[src/rtl/cpu_pkg.sv]
`default_nettype none
// ============================================================================
// Module      : cpu_pkg
// Description : Shared CPU widths, reset address, fetch queue entry type and
//               the opcode constants used by decode.
// Revision    : 1.0 - initial release
// ============================================================================
package cpu_pkg;

    localparam int             PC_W             = 16;
    localparam int             INSTR_W          = 32;
    localparam logic [PC_W-1:0] RESET_PC_DEFAULT = 16'h0000;

    // Major opcodes (RV32I encoding) consumed by decode_stage
    localparam logic [6:0] OPC_LUI    = 7'b0110111;
    localparam logic [6:0] OPC_AUIPC  = 7'b0010111;
    localparam logic [6:0] OPC_JAL    = 7'b1101111;
    localparam logic [6:0] OPC_JALR   = 7'b1100111;
    localparam logic [6:0] OPC_BRANCH = 7'b1100011;
    localparam logic [6:0] OPC_LOAD   = 7'b0000011;
    localparam logic [6:0] OPC_STORE  = 7'b0100011;
    localparam logic [6:0] OPC_OP_IMM = 7'b0010011;
    localparam logic [6:0] OPC_OP     = 7'b0110011;

    // Instruction format classes
    typedef enum logic [2:0] {
        FMT_R = 3'd0,
        FMT_I = 3'd1,
        FMT_S = 3'd2,
        FMT_B = 3'd3,
        FMT_U = 3'd4,
        FMT_J = 3'd5
    } instr_fmt_t;

    // One queued fetch result: instruction word plus the address it came from
    typedef struct packed {
        logic [INSTR_W-1:0] ir;
        logic [PC_W-1:0]    pc;
    } fetch_entry_t;

    // Sequential fetch address; wraps modulo 2^16
    function automatic logic [PC_W-1:0] pc_next(input logic [PC_W-1:0] pc);
        return pc + PC_W'(4);
    endfunction

endpackage
`default_nettype wire

[src/rtl/fetch_fifo.sv]
`default_nettype none
// ============================================================================
// Module      : fetch_fifo
// Description : DEPTH-entry synchronous FIFO of fetch entries with push, pop,
//               flush, occupancy count and combinational head output.
// Revision    : 1.0 - initial release
// ============================================================================
module fetch_fifo
    import cpu_pkg::*;
#(
    parameter int DEPTH = 4
) (
    input  logic                         CLK,
    input  logic                         RST_N,
    input  logic                         push_i,
    input  fetch_entry_t                 push_data_i,
    input  logic                         pop_i,
    input  logic                         flush_i,
    output logic [$clog2(DEPTH+1)-1:0]   count_o,
    output fetch_entry_t                 head_o
);

    localparam int CNT_W = $clog2(DEPTH+1);
    localparam int PTR_W = $clog2(DEPTH);

    fetch_entry_t     mem_q [DEPTH];
    logic [PTR_W-1:0] wr_ptr_q, wr_ptr_d;
    logic [PTR_W-1:0] rd_ptr_q, rd_ptr_d;
    logic [CNT_W-1:0] count_q, count_d;

    // Next pointers/count; flush wins over any push or pop in the same cycle
    always_comb begin
        wr_ptr_d = wr_ptr_q;
        rd_ptr_d = rd_ptr_q;
        count_d  = count_q;
        if (flush_i) begin
            wr_ptr_d = '0;
            rd_ptr_d = '0;
            count_d  = '0;
        end else begin
            if (push_i) wr_ptr_d = wr_ptr_q + PTR_W'(1);
            if (pop_i)  rd_ptr_d = rd_ptr_q + PTR_W'(1);
            case ({push_i, pop_i})
                2'b10:   count_d = count_q + CNT_W'(1);
                2'b01:   count_d = count_q - CNT_W'(1);
                default: count_d = count_q;
            endcase
        end
    end

    // Pointer and count registers
    always_ff @(posedge CLK or negedge RST_N) begin
        if (!RST_N) begin
            wr_ptr_q <= '0;
            rd_ptr_q <= '0;
            count_q  <= '0;
        end else begin
            wr_ptr_q <= wr_ptr_d;
            rd_ptr_q <= rd_ptr_d;
            count_q  <= count_d;
        end
    end

    // Storage array; contents are don't-care until counted valid, so no reset
    always_ff @(posedge CLK) begin
        if (push_i && !flush_i) begin
            mem_q[wr_ptr_q] <= push_data_i;
        end
    end

    assign count_o = count_q;
    assign head_o  = mem_q[rd_ptr_q];

endmodule
`default_nettype wire

[src/rtl/fetch_buffer.sv]
`default_nettype none
// ============================================================================
// Module      : fetch_buffer
// Description : Instruction prefetch buffer. Owns the fetch PC, issues one
//               sequential read per cycle while credit allows, queues returned
//               words with their PC and hands them to decode via valid/ready.
//               A redirect flushes the queue and kills the in-flight read.
// Revision    : 1.0 - initial release
// ============================================================================
module fetch_buffer
    import cpu_pkg::*;
#(
    parameter int              DEPTH    = 4,
    parameter logic [PC_W-1:0] RESET_PC = RESET_PC_DEFAULT
) (
    input  logic                CLK,
    input  logic                RST_N,
    input  logic                REDIRECT,
    input  logic [PC_W-1:0]     REDIRECT_PC,
    output logic                IM_REQ,
    output logic [PC_W-1:0]     IM_ADDR,
    input  logic [INSTR_W-1:0]  IM_DATA,
    output logic                DE_V,
    output logic [INSTR_W-1:0]  DE_IR,
    output logic [PC_W-1:0]     DE_PC,
    input  logic                DE_READY
);

    localparam int CNT_W = $clog2(DEPTH+1);

    logic [PC_W-1:0]  pc_q, pc_d;
    logic             inflight_q, inflight_d;
    logic [PC_W-1:0]  inflight_pc_q, inflight_pc_d;

    logic [CNT_W-1:0] w_count;
    logic [CNT_W:0]   w_occ;
    logic             w_pop;
    logic             w_push;
    logic             w_issue;
    fetch_entry_t     w_head;
    fetch_entry_t     w_push_data;

    // A pop frees a slot in the same cycle, which is why DE_READY reaches
    // IM_REQ combinationally. RST_N gates issue so the request drops as soon
    // as reset asserts, without waiting for a clock edge.
    assign DE_V    = (w_count != '0) & ~REDIRECT;
    assign w_pop   = DE_V & DE_READY;
    assign w_occ   = {1'b0, w_count} + (CNT_W+1)'(inflight_q) - (CNT_W+1)'(w_pop);
    assign w_issue = RST_N & ~REDIRECT & (w_occ < (CNT_W+1)'(DEPTH));
    assign w_push  = inflight_q & ~REDIRECT;

    assign IM_REQ  = w_issue;
    assign IM_ADDR = pc_q;

    assign w_push_data.ir = IM_DATA;
    assign w_push_data.pc = inflight_pc_q;

    assign DE_IR = w_head.ir;
    assign DE_PC = w_head.pc;

    // Next fetch PC and in-flight tracking; redirect overrides issue
    always_comb begin
        pc_d          = pc_q;
        inflight_d    = 1'b0;
        inflight_pc_d = inflight_pc_q;
        if (REDIRECT) begin
            pc_d = {REDIRECT_PC[PC_W-1:2], 2'b00};
        end else if (w_issue) begin
            pc_d          = pc_next(pc_q);
            inflight_d    = 1'b1;
            inflight_pc_d = pc_q;
        end
    end

    // Fetch PC and in-flight state registers
    always_ff @(posedge CLK or negedge RST_N) begin
        if (!RST_N) begin
            pc_q          <= RESET_PC;
            inflight_q    <= 1'b0;
            inflight_pc_q <= '0;
        end else begin
            pc_q          <= pc_d;
            inflight_q    <= inflight_d;
            inflight_pc_q <= inflight_pc_d;
        end
    end

    fetch_fifo #(
        .DEPTH (DEPTH)
    ) u_fifo (
        .CLK         (CLK),
        .RST_N       (RST_N),
        .push_i      (w_push),
        .push_data_i (w_push_data),
        .pop_i       (w_pop),
        .flush_i     (REDIRECT),
        .count_o     (w_count),
        .head_o      (w_head)
    );

endmodule
`default_nettype wire
[config.mk]
export PLATFORM = sky130hd
export DESIGN_NAME = fetch_buffer
export DESIGN_NICKNAME = d
export VERILOG_FILES = /design/src/rtl/cpu_pkg.sv /design/src/rtl/fetch_fifo.sv /design/src/rtl/fetch_buffer.sv
export SDC_FILE = /design/constraint.sdc
export NUM_CORES = 1
export LEC_CHECK = 0
export BUFFER_PORTS_ARGS = -buffer_cell sky130_fd_sc_hd__buf_2
export CAP_MARGIN = 5
export CORE_MARGIN = 2
export CORE_UTILIZATION = 30
export DETAILED_ROUTE_END_ITERATION = 6
export SLEW_MARGIN = 20
export SYNTH_ARGS = -nofsm -noshare
export SYNTH_HDL_FRONTEND = slang
export SYNTH_SLANG_ARGS = --single-unit
[constraint.sdc]
create_clock -name CLK -period 3.95 [get_ports CLK]
set_clock_uncertainty 0.1 [all_clocks]
set_input_delay 0.1975 -clock CLK [delete_from_list [all_inputs] [get_ports CLK]]
set_output_delay 0.1975 -clock CLK [all_outputs]
set_load 0.01 [all_outputs]
== Yosys cells after proc, flatten, opt, wreduce, memory -nomap -nowiden ==
Memory sizes are Yosys's and may differ from the RTL's.
Index checks and enable logic that the tools add are counted.
Widths: inputs -> output; s select.
Storage, ports and cells
  register bits after elaboration: 40
  RAM bits: 192
  output and inout port bits: 66
  word-level logic and storage cells: 43
  memories kept: 1
Memory list
  u_fifo.mem_q: depth 4, width 48, read ports 1, clocked after Yosys merged registers in 0, write ports 1, line fetch_fifo.sv:26  | fetch_entry_t mem_q [DEPTH];
Operators by class
  add/subtract/negate cells: 7
  magnitude comparators: 1
  equal/unequal tests: 2
  muxes and demuxes: 12
  bitwise logic cells: 6
  reduce and logical (&&, ||, !) cells: 8
Operators by type and width (count)
  $mux 16: 2
  $add 16x3->16 const B: 1
  $mux 2: 4
  $pmux 3 s2: 1
  $reduce_bool 2->1: 3
  $reduce_bool 3->1: 2
  $and 1x1->1: 5
  $add 2x1->2 const B: 2
  $add 3x1->4: 1
  $lt 4x3->1 const B: 1
  $mux 1: 4
  $sub 4x1->4: 1
  $add 3x1->3 const B: 1
  $mux 3: 1
  $sub 3x1->3 const B: 1
  $eq 2x1->1 const B: 1
  $eq 2x2->1 const B: 1
  $reduce_and 2->1: 1
  $logic_and 1x1->1: 1
  $logic_not 1->1: 1
  $not 1->1: 1

== Longest topological paths before layout ==
Gate-level depths: netlist of run 1.
  depth after elaboration: 8
  gate-level depth with buffers: 13
  depth with buffers taken out: 11

== By module ==
From an unflattened synthesis of run 1, not the netlist that was laid out.
Unflattened totals
  cell total of the unflattened synthesis: 448
  area total of the unflattened synthesis: 9018.6 um^2
Modules (own cells, without submodules)
  fetch_fifo: instances 1, cells each 292, area each 7408.4 um^2, sequential area each 5940.7 um^2
  fetch_buffer: instances 1, cells each 156, area each 1610.3 um^2, sequential area each 725.7 um^2

== Worst setup path before layout of run 1 ==
OpenSTA, ideal clock, no wires.
  path kind: register -> register
  start: register u_fifo.count_q[1] (netlist: u_fifo.count_o[1])
  end: register pc_q[15] (netlist: IM_ADDR[15])
  setup time: 0.069 ns
  arrival time: 2.720 ns
  data required time: 3.781 ns
  slack: 1.061 ns
  stages on the path, launching flop included: 11
  path buffers: 0
  clock period less this slack: 2.889 ns
  cell sequence: dfrtp_1 -> o31ai_2 -> nor2_1 -> ha_1 -> inv_1 -> ha_1 -> and3b_1 -> nor4_4 -> o21ai_2 -> or4_1 -> nand3_1
On the way
  cells in the longest elaborated chain, start to end: 7
  elaborated cells on any way between the ends: 8
  those cells by class: 2 x add/sub; 1 x order compare; 3 x bitwise; 2 x reduce/logical
Ends and longest elaborated chain
  start: declaration: line fetch_fifo.sv:29  | logic [CNT_W-1:0] count_q, count_d;
  start signal: assignment: line fetch_fifo.sv:60  | count_q <= count_d;
  parallel branches: the longest is 3 deep, another holds $add 3x1->4
  $sub 4x1->4 *: line fetch_buffer.sv:48  | assign w_occ = {1'b0, w_count} + (CNT_W+1)'(inflight_q) - (CNT_W+1)'(w_pop);
  $lt 4x3->1 *: line fetch_buffer.sv:49  | assign w_issue = RST_N & ~REDIRECT & (w_occ < (CNT_W+1)'(DEPTH));
  $and 1x1->1 *: line fetch_buffer.sv:49
  $reduce_bool 2->1 (no line) *
  end signal: assignment: line fetch_buffer.sv:82  | pc_q <= pc_d;
  end: declaration: line fetch_buffer.sv:31  | logic [PC_W-1:0] pc_q, pc_d;
Mark *: on every way between the ends.
A chain may end at the register's enable or synchronous reset.

== Worst setup path in the final report of run 1 ==
  start: register u_fifo.count_q[1] (netlist: u_fifo.count_o[1])
  end: output IM_REQ
On the way
  cells in the longest elaborated chain, start to end: 6
  elaborated cells on any way between the ends: 7
  those cells by class: 2 x add/sub; 1 x order compare; 3 x bitwise; 1 x reduce/logical
Ends and longest elaborated chain
  parallel branches: the longest is 3 deep, another holds $add 3x1->4
  $sub 4x1->4 *: line fetch_buffer.sv:48
  $lt 4x3->1 *: line fetch_buffer.sv:49
  $and 1x1->1 *: line fetch_buffer.sv:49
  end: declaration: line fetch_buffer.sv:20  | output logic IM_REQ,
Marks and branches as above.

==> impl_metrics.json, run 1 <==
{
  "status": "completed",
  "holdCritPathClass": "primary input to register",
  "globalplace.congestion": 0.7885,
  "max_slew.worst_pin.slew_ns": 0.8269,
  "ys_types": 50,
  "wl_um": 17770,
  "syn_inst": 435,
  "drt_iter0_markers": 269,
  "boundaryPins": 118,
  "grt_use_total_pct": 11.71,
  "grt-ovfl-total": 0,
  "async_flop_share_pct": 16.36,
  "root_buffer": "clkbuf_16",
  "numPortBuffers": 111,
  "antenna_found_initial": 0,
  "p_leak_nw": 3.859,
  "final_cells": 1017,
  "vias_per_cell": 4.563,
  "crit_path_start_kind": "register",
  "power.density_mw_per_mm2": 624.9,
  "place_area_mm2": 0.009633,
  "area_growth_pct": 27.87,
  "crit_required_ns": 3.65,
  "critical_path_class": "register to primary output",
  "synth_flop_cell": "edfxtp_1",
  "drive_gt1_share_pct": 36.65,
  "fin_setup_tns_ns": 0,
  "seq_area_frac_synth_pct": 74.66,
  "htree_levels": 1,
  "postRouteAntennaNets": 0,
  "crit_fanout": 21,
  "syn_area_mm2": 0.008607,
  "start_util_pct": 30.23,
  "drt_pass1_iterations": 6,
  "post_cts_buffers": 0,
  "grt_pass1_wl_um": 27680,
  "hpwl_um": 10920,
  "fin_crit_sh_pct": 89.37,
  "power.total_mw": 6.878,
  "fin_nets": 676,
  "drc": 0,
  "min_period_ns": 3.530,
  "final-hold-violation-count": 0,
  "crit_path_end_kind": "primary output",
  "rows": 62,
  "vdd_drop_max_mv": 0.3134,
  "fmax_mhz": 283.3,
  "synth-seq-cells": 220,
  "synth-edff-count": 184,
  "critPathArrivalTime_ns": 3.23,
  "clkLatencyLatePin_ns": 0.51,
  "yosys-top-cells-count": "edfxtp_1, mux4_2, dfrtp_1",
  "avgSynthCellArea_um2": 19.79,
  "cts.path.max_buffers": 3,
  "first_global_vias": 5067,
  "grt_setup_unrepaired": "false",
  "die_y_um": 173.4,
  "core_mm2": 0.02847,
  "die_area_mm2": 0.03006,
  "drv_slew": 0,
  "dp.cells": 922,
  "cts-buffers-inserted": 25,
  "vias": 4641,
  "synth_most_common_cell": "edfxtp_1",
  "setup_viol": 0,
  "n_antenna_cell": 0,
  "wl_per_cell_um": 17.47,
  "clkTransAtPathRegs_ns": 0.06,
  "cts_tree": "yes",
  "synth.area.top_cells": "edfxtp_1, mux4_2, dfrtp_1",
  "synth_top_area_share_pct": 64.20,
  "final_area_mm2": 0.01101,
  "grt_max_degree": 48,
  "die_w_um": 173.4,
  "max_slew_margin_pct": 44.87,
  "clock-sinks": 220,
  "synth_warnings": 0,
  "cap_violations": 0,
  "synth_top_area_cell": "edfxtp_1"
}
area by class of cell:
type / count / area (um^2)
Fill cell: 2632 / 17460
Tap cell: 384 / 480.5
Clock inverter: 17 / 190.2
Timing Repair Buffer: 170 / 1141
Clock buffer: 28 / 656.9
Sequential cell: 220 / 6431
Inverter: 12 / 45.04
Multi-Input combinational cell: 186 / 2061
report_power, final:
part	internal (mW)	switching (mW)	leakage, nW
combinational	0.750	0.703	1.34
clock	1.46	0.892	0.421
sequential	2.82	0.252	2.10
layer usage:
| metal | routed length [um] | track usage, % |
|---|---|---|
| met2 | 8845 | 20.53 |
| met3 | 890 | 2.303 |
| met4 | 317 | 2.931 |
| met1 | 7714 | 14.92 |
| met5 | 0 | 0 |
placed cells by master, fill, tap and decap left out, types with 12 or more instances in the layout:
cell,n
nand2_1,13
buf_2,111
mux2_2,12
edfxtp_1,184
dfrtp_1,34
o21ai_0,15
mux4_2,46
clkbuf_16,25
dlygate4sd3_1,49
cell families (layout without fill, tap and decap cells):
logic type | Yosys count | in the layout | synth area share [%]
fa+ha+maj | 9 | 9 | 1.396
buf+inv | 32 | 227 | 1.672
compound gates | 39 | 39 | 2.907
mux | 61 | 61 | 13.96
xor+xnor | 14 | 14 | 1.425
other cells | 1 | 4 | 0.04357
flops | 220 | 220 | 74.66
simple gates | 59 | 59 | 3.940
critical path, cell delays in order (launching register included):
cell and delay, ns:
dfrtp_1 0.45, o31ai_2 0.33, nor2_1 0.08, ha_1 0.18, inv_1 0.06, ha_1 0.22
and3b_1 0.22, o21a_1 0.30, o21ai_4 0.59, inv_2 0.13, buf_2 0.17
state kept, by name (all words and copies together) (netlist names):
signal           cells
u_fifo.count_o       3
inflight_q           1
u_fifo.wr_ptr_q      2
inflight_pc_q       14
u_fifo.rd_ptr_q      2
IM_ADDR             14
u_fifo.mem_q       184
path summary, 6_finish.rpt:
path | slack [ns] | cells after the start | end | from
max | 0.42 | 10 | IM_REQ | u_fifo.count_o[1]
min | 0.07 | 4 | u_fifo.count_o[0] | DE_READY
max reg2reg | 0.85 | 10 | IM_ADDR[10] | u_fifo.count_o[1]
min reg2reg | 0.41 | 0 | u_fifo.mem_q[3][14] | inflight_pc_q[14]
max in group asynchronous | 2.40 | 4 | IM_ADDR[8] | RST_N
min in group asynchronous | 0.54 | 3 | inflight_pc_q[4] | RST_N
stage by stage:
| stage | hold slack, ns | util [%] | worst slack (ns) |
|---|---|---|---|
| after floorplan | -0.1981 | - | 1.061 |
| after global placement | 0.005814 | 33.84 | 0.7244 |
| after detailed placement | 0.009053 | 33.84 | 0.6828 |
| after CTS | 0.03356 | 38.53 | 0.1544 |
| after global routing | 0.1056 | 38.66 | 0.2102 |
| final | 0.06572 | 38.66 | 0.4201 |
repair_timing:
item / in CTS / in global routing
hold endpoints to repair: 178 / 0
endpoints found under the setup margin: 0 / 1
hold buffers: 49 / 0
resized for setup: 0 / 1
(Power assumes the default switching activity.)
==> inputs of run 2 (changes only) <==
--- a/config.mk
+++ b/config.mk
@@ -7,6 +7,7 @@
 export LEC_CHECK = 0
 export BUFFER_PORTS_ARGS = -buffer_cell sky130_fd_sc_hd__buf_2
 export CAP_MARGIN = 5
+export CORE_ASPECT_RATIO = 1.1
 export CORE_MARGIN = 2
 export CORE_UTILIZATION = 30
 export DETAILED_ROUTE_END_ITERATION = 6
==> run 2 against run 1 <==
Effect of this change:
- first-iteration DRC count grew 19%
- clock power decreased by 9.4%
- critical path type unchanged
- combinational power down 8%
- via count down 0.62%
- register-to-register slack improved by 0.04 ns
- sequential share of layout area rose by 0.86 points
- critical path depth is the same
- worst hold slack got worse by 0.025 ns
- maximum frequency up 0.44%
==> impl_metrics.json, run 2 (synthesized netlist as in run 1, its figures left out) <==
{
  "status": "completed",
  "regMostFlops": "u_fifo.mem_q",
  "critical_path.cell_chain": "o31ai_2, nor2_1, ha_1, inv_1, ha_1, and3b_1, o21a_1, o21ai_4, inv_2, buf_2",
  "cts.path.max_buffers": 3,
  "groute.layer.met2.usage_pct": 20.03,
  "cpMaxStageDelayCell": "o21ai_4",
  "use_met1_pct": 14.42,
  "critPathTopFamily": "compound AO/OA/AOI/OAI gates",
  "grt_setup_unrepaired": "false",
  "area_growth_pct": 26.01,
  "grt_use_total_pct": 11.47,
  "drt_pass1_iterations": 6,
  "root_buffer": "clkbuf_16",
  "grt-ovfl-total": 0,
  "cts-buffers-inserted": 24,
  "die_w_um": 165.5,
  "fin_ws_ns": 0.4356,
  "post_cts_buffers": 0,
  "busiest_layer": "met2",
  "setup_viol": 0,
  "final_cell_mix": "edfxtp_1, buf_2, dlygate4sd3_1, mux4_2, dfrtp_1",
  "hold_ws_ns": 0.04066,
  "die_area_mm2": 0.03006,
  "fill_cells": 2634,
  "clkTransAtPathRegs_ns": 0.05,
  "boundaryPins": 118,
  "start_util_pct": 30.24,
  "n_antenna_cell": 0,
  "rows": 65,
  "die_y_um": 181.7,
  "grt_pass1_wl_um": 26610,
  "max_slew_margin_pct": 34.47,
  "crit_path_start_kind": "register",
  "vdd_drop_max_mv": 0.2840,
  "drt_iter0_markers": 321,
  "crit_path_end_kind": "primary output",
  "holdCritPathClass": "primary input to register",
  "crit_start": "u_fifo.count_o[1]",
  "rr_worst_depth": 10,
  "critPathArrivalTime_ns": 3.22,
  "crit_fanout": 21,
  "hpwl_um": 10670,
  "post-place-ws_ns": 0.6939,
  "htree_levels": 1,
  "grt_max_degree": 48,
  "drv_slew": 0,
  "wl_per_cell_um": 17.30,
  "dp.cells": 905,
  "wl_um": 17230,
  "met3_usage_pct": 2.558,
  "cts_tree": "yes",
  "power.density_mw_per_mm2": 610.6,
  "vias_per_cell": 4.631,
  "numPortBuffers": 111,
  "max_stage_delay_ns": 0.55,
  "r2r_start": "u_fifo.count_o[1]",
  "fin_nets": 671,
  "drive_gt1_share_pct": 35.51,
  "path_common_cell": "ha_1",
  "rr_endpoint": "IM_ADDR[10]",
  "worst-path-stages": 10,
  "crit_buf_inv": 3,
  "clkLatencyLatePin_ns": 0.50,
  "p_leak_nw": 3.781,
  "final-hold-violation-count": 0,
  "postRouteAntennaNets": 0,
  "largest_register_ffs": 184,
  "cp-endpoint": "IM_REQ",
  "first_global_vias": 4942,
  "critical_path_class": "register to primary output",
  "clock-sinks": 220,
  "rrSetupSlack_ns": 0.89,
  "final_common_cell": "edfxtp_1",
  "vias": 4612,
  "final_cells": 996,
  "min_period_ns": 3.514,
  "fmax_mhz": 284.5,
  "crit_required_ns": 3.65,
  "fin_crit_sh_pct": 88.97,
  "antenna_found_initial": 0,
  "core_mm2": 0.02846,
  "globalplace.congestion": 0.7525,
  "drc": 0,
  "max_slew.worst_pin.slew_ns": 0.9830,
  "cap_violations": 0,
  "fin_setup_tns_ns": 0
}
[run 2: cell types whose count changed in the layout (fill, tap and decap cells not counted)]
cell | previous run | this run
buf_16 | 1 | 0
buf_4 | 9 | 8
bufinv_16 | 4 | 2
clkbuf_1 | 1 | 9
clkbuf_8 | 2 | 0
clkinv_1 | 6 | 4
clkinv_2 | 5 | 3
clkinv_4 | 1 | 0
clkinvlp_4 | 0 | 1
dlygate4sd3_1 | 49 | 47
inv_6 | 2 | 1
[run 2: layout make-up]
type	instances	area, um^2	area share (%)
clock buffer	34	659.4	6.080
clock inverter	10	102.6	0.9460
inverter	12	45.04	0.4153
multi-input combinational	186	2061	19.00
sequential	220	6431	59.30
tap	368	460.4	4.246
timing repair buffer	166	1086	10.01
[run 2: worst min-delay path by stage]
stage | slack, ns | cells after the start | startpoint | to
floorplan | -0.20 | 0 | RST_N | IM_ADDR[10]
global placement | 0.06 | 1 | RST_N | IM_ADDR[15]
detailed placement | 0.07 | 1 | RST_N | IM_ADDR[15]
CTS | 0.02 | 4 | DE_READY | u_fifo.count_o[0]
global route | 0.03 | 4 | DE_READY | u_fifo.count_o[0]
finish | 0.04 | 4 | DE_READY | u_fifo.count_o[0]
[run 2: worst reg2reg max path, cell delays in order (launching register included)]
cell and delay (ns):
dfrtp_1 0.45, o31ai_2 0.32, nor2_1 0.09, ha_1 0.19, inv_1 0.06, ha_1 0.21, and3b_1 0.21, nor4_4 0.51
o21ai_4 0.27, or3_1 0.41, a31oi_1 0.16
[run 2: stage by stage]
stage / instance area, um^2 / total power, mW / util (%)
final: 10850 / 6.622 / 38.10
after floorplan: 8618 / 4.015 / -
after CTS: 10840 / 6.726 / 38.07
after global routing: 10850 / 6.979 / 38.10
after global placement: 9605 / 4.487 / 33.75
after detailed placement: 9605 / 4.537 / 33.75
[run 2: what timing repair did]
item	4_1_cts	5_1_grt
resized for setup	0	1
hold buffers	47	0
endpoints found under the setup margin	0	1
hold endpoints to repair	175	0
[run 2: report_power, final]
part / total, mW / leakage (nW) / switching, mW / internal (mW)
sequential: 3.16 / 2.10 / 0.336 / 2.82
clock: 2.13 / 0.368 / 0.834 / 1.29
combinational: 1.34 / 1.31 / 0.614 / 0.722
total: 6.62 / 3.78 / 1.78 / 4.84
[run 2: per-layer routing]
layer	vias to the layer above	share of wire (%)	wire [um]
li1	2091	-	-
met1	2347	42	7237
met2	146	50	8681
met3	28	5.9	1025
met4	0	1.7	288
met5	-	0	0
==> inputs of run 3 (changes only) <==
--- a/config.mk
+++ b/config.mk
@@ -7,11 +7,14 @@
 export LEC_CHECK = 0
 export BUFFER_PORTS_ARGS = -buffer_cell sky130_fd_sc_hd__buf_2
 export CAP_MARGIN = 5
+export CELL_PAD_IN_SITES_DETAIL_PLACEMENT = 1
+export CELL_PAD_IN_SITES_GLOBAL_PLACEMENT = 1
 export CORE_ASPECT_RATIO = 1.1
 export CORE_MARGIN = 2
 export CORE_UTILIZATION = 30
 export DETAILED_ROUTE_END_ITERATION = 6
-export SLEW_MARGIN = 20
+export PLACE_DENSITY_LB_ADDON = 0.1
+export SLEW_MARGIN = 10
 export SYNTH_ARGS = -nofsm -noshare
 export SYNTH_HDL_FRONTEND = slang
 export SYNTH_SLANG_ARGS = --single-unit
==> constraint.sdc (replaced) <==
create_clock -name CLK -period 4.4 [get_ports CLK]
set_clock_uncertainty 0.1 [all_clocks]
set_input_delay 0.22 -clock CLK [delete_from_list [all_inputs] [get_ports CLK]]
set_output_delay 0.22 -clock CLK [all_outputs]
set_load 0.01 [all_outputs]
==> run 3 against run 2 <==
Effect of this change:
- register-to-register slack better by 0.19 ns
- worst setup slack improved by 0.14 ns
- routed wire length rose by 8.3%
- design area is the same
- global-route usage increased by 1.4 points
- clock power is 9.9% lower
- via count barely moved
- largest power group unchanged
==> impl_metrics.json, run 3 (synthesized netlist as in run 1, its figures left out) <==
{
  "core_mm2": 0.02846,
  "critical_path.cell_chain": "o31ai_2, nor2_1, ha_1, inv_1, ha_1, and3b_1, o21a_1, o21ai_2, inv_2, buf_2",
  "n_antenna_cell": 0,
  "fin_nets": 671,
  "power.density_mw_per_mm2": 549.9,
  "first_global_vias": 5167,
  "fmax_mhz": 261.6,
  "die_area_mm2": 0.03006,
  "grt_pass1_wl_um": 29690,
  "numPortBuffers": 111,
  "start_util_pct": 30.24,
  "min_period_ns": 3.823,
  "drv_slew": 0,
  "crit_required_ns": 4.08,
  "boundaryPins": 118,
  "vdd_drop_max_mv": 0.2789,
  "antenna_found_initial": 0,
  "final_common_cell": "edfxtp_1",
  "final_util_pct": 38.10,
  "grt_setup_unrepaired": "false",
  "status": "completed",
  "grt-ovfl-total": 0,
  "vias_per_cell": 4.627,
  "path_common_cell": "ha_1",
  "final-hold-violation-count": 0,
  "max_slew.worst_pin.slew_ns": 1.020,
  "cts_tree": "yes",
  "drc": 0,
  "die_y_um": 181.7,
  "cts-buffers-inserted": 24,
  "clock-sinks": 220,
  "die_w_um": 165.5,
  "clkTransAtPathRegs_ns": 0.06,
  "cpMaxStageDelayCell": "o21ai_2",
  "hold_buffers": 47,
  "drt_iter0_markers": 195,
  "grt_use_total_pct": 12.91,
  "htree_levels": 1,
  "cts.path.max_buffers": 3,
  "rows": 65,
  "p_leak_nw": 3.776,
  "crit_path_end_kind": "primary output",
  "crit_buf_inv": 3,
  "crit_fanout": 21,
  "post_cts_buffers": 0,
  "clkLatencyLatePin_ns": 0.51,
  "critPathTopFamily": "compound AO/OA/AOI/OAI gates",
  "post_cts_resize_count": 0,
  "largest_register_ffs": 184,
  "grt_max_degree": 48,
  "wl_per_cell_um": 18.73,
  "drive_gt1_share_pct": 35.99,
  "max_slew_margin_pct": 32.01,
  "hpwl_um": 11430,
  "globalplace.congestion": 0.7121,
  "regMostFlops": "u_fifo.mem_q",
  "postRouteAntennaNets": 0,
  "setup_viol": 0,
  "critical_path_class": "register to primary output",
  "final_cell_mix": "edfxtp_1, buf_2, dlygate4sd3_1, mux4_2, dfrtp_1",
  "holdCritPathClass": "primary input to register",
  "crit_path_start_kind": "register",
  "drt_pass1_iterations": 4,
  "root_buffer": "clkbuf_16",
  "max_stage_delay_ns": 0.83,
  "vias": 4608,
  "cap_violations": 0,
  "fin_setup_tns_ns": 0,
  "fin_crit_sh_pct": 86.88,
  "critPathArrivalTime_ns": 3.50,
  "area_growth_pct": 26.01,
  "wl_um": 18660
}
-- run 3: cell count changes in the layout (fill, tap and decap cells not counted) --
cell,change
clkbuf_1,-4
clkinvlp_4,+3
clkinv_1,+1
clkinv_2,+1
inv_6,-1
o21ai_2,+1
o21ai_4,-1
-- run 3: power by group --
part           switching [mW]  leakage, nW  internal (mW)  total (mW)
combinational           0.551         1.31          0.648        1.20
sequential              0.311         2.10           2.53        2.84
clock                   0.767        0.365           1.15        1.92
total                    1.63         3.78           4.34        5.96
-- run 3: routing by layer --
metal	global-route usage, %	routed length [um]	share of wire (%)
met4	2.897	284	1.5
met1	17.22	8006	43
met2	21.68	9323	50
met5	0	0	0
met3	2.718	1044	5.6
-- run 3: final timing paths --
check | startpoint | endpoint | slack (ns) | cells after the start
setup reg to reg | u_fifo.count_o[1] | IM_ADDR[13] | 1.08 | 11
hold reg to reg | inflight_pc_q[11] | u_fifo.mem_q[2][11] | 0.42 | 0
min in group asynchronous | RST_N | IM_ADDR[6] | 0.10 | 2
hold / removal | DE_READY | u_fifo.count_o[0] | 0.07 | 4
max in group asynchronous | RST_N | inflight_pc_q[7] | 3.36 | 3
setup / recovery | u_fifo.count_o[1] | IM_REQ | 0.58 | 10
-- run 3: final cells by class --
| type | count | area [um^2] |
|---|---|---|
| Clock inverter | 14 | 125.1 |
| Clock buffer | 30 | 644.4 |
| Sequential cell | 220 | 6431 |
| Multi-Input combinational cell | 186 | 2053 |
| Tap cell | 368 | 460.4 |
| Timing Repair Buffer | 166 | 1086 |
| Inverter | 12 | 45.04 |
| Fill cell | 2847 | 17620 |
-- run 3: tightest hold or removal path, cell delays in order --
cell and delay, ns:
buf_2 0.14, mux2i_1 0.09, xnor2_1 0.15, nor2_1 0.04
-- run 3: metrics by stage --
step                      instance area [um^2]  power, mW  hold WS [ns]  cells  setup WS, ns
after floorplan                           8618      3.604       -0.1756    438         1.511
after global placement                    9605      4.066       0.09105    905         1.070
after detailed placement                  9605      4.102       0.09975    905         1.078
after CTS                                10850      6.094       0.06228    996        0.4758
after global routing                     10850      6.306       0.08079    996        0.1797
final                                    10850      5.964       0.07056    996        0.5772
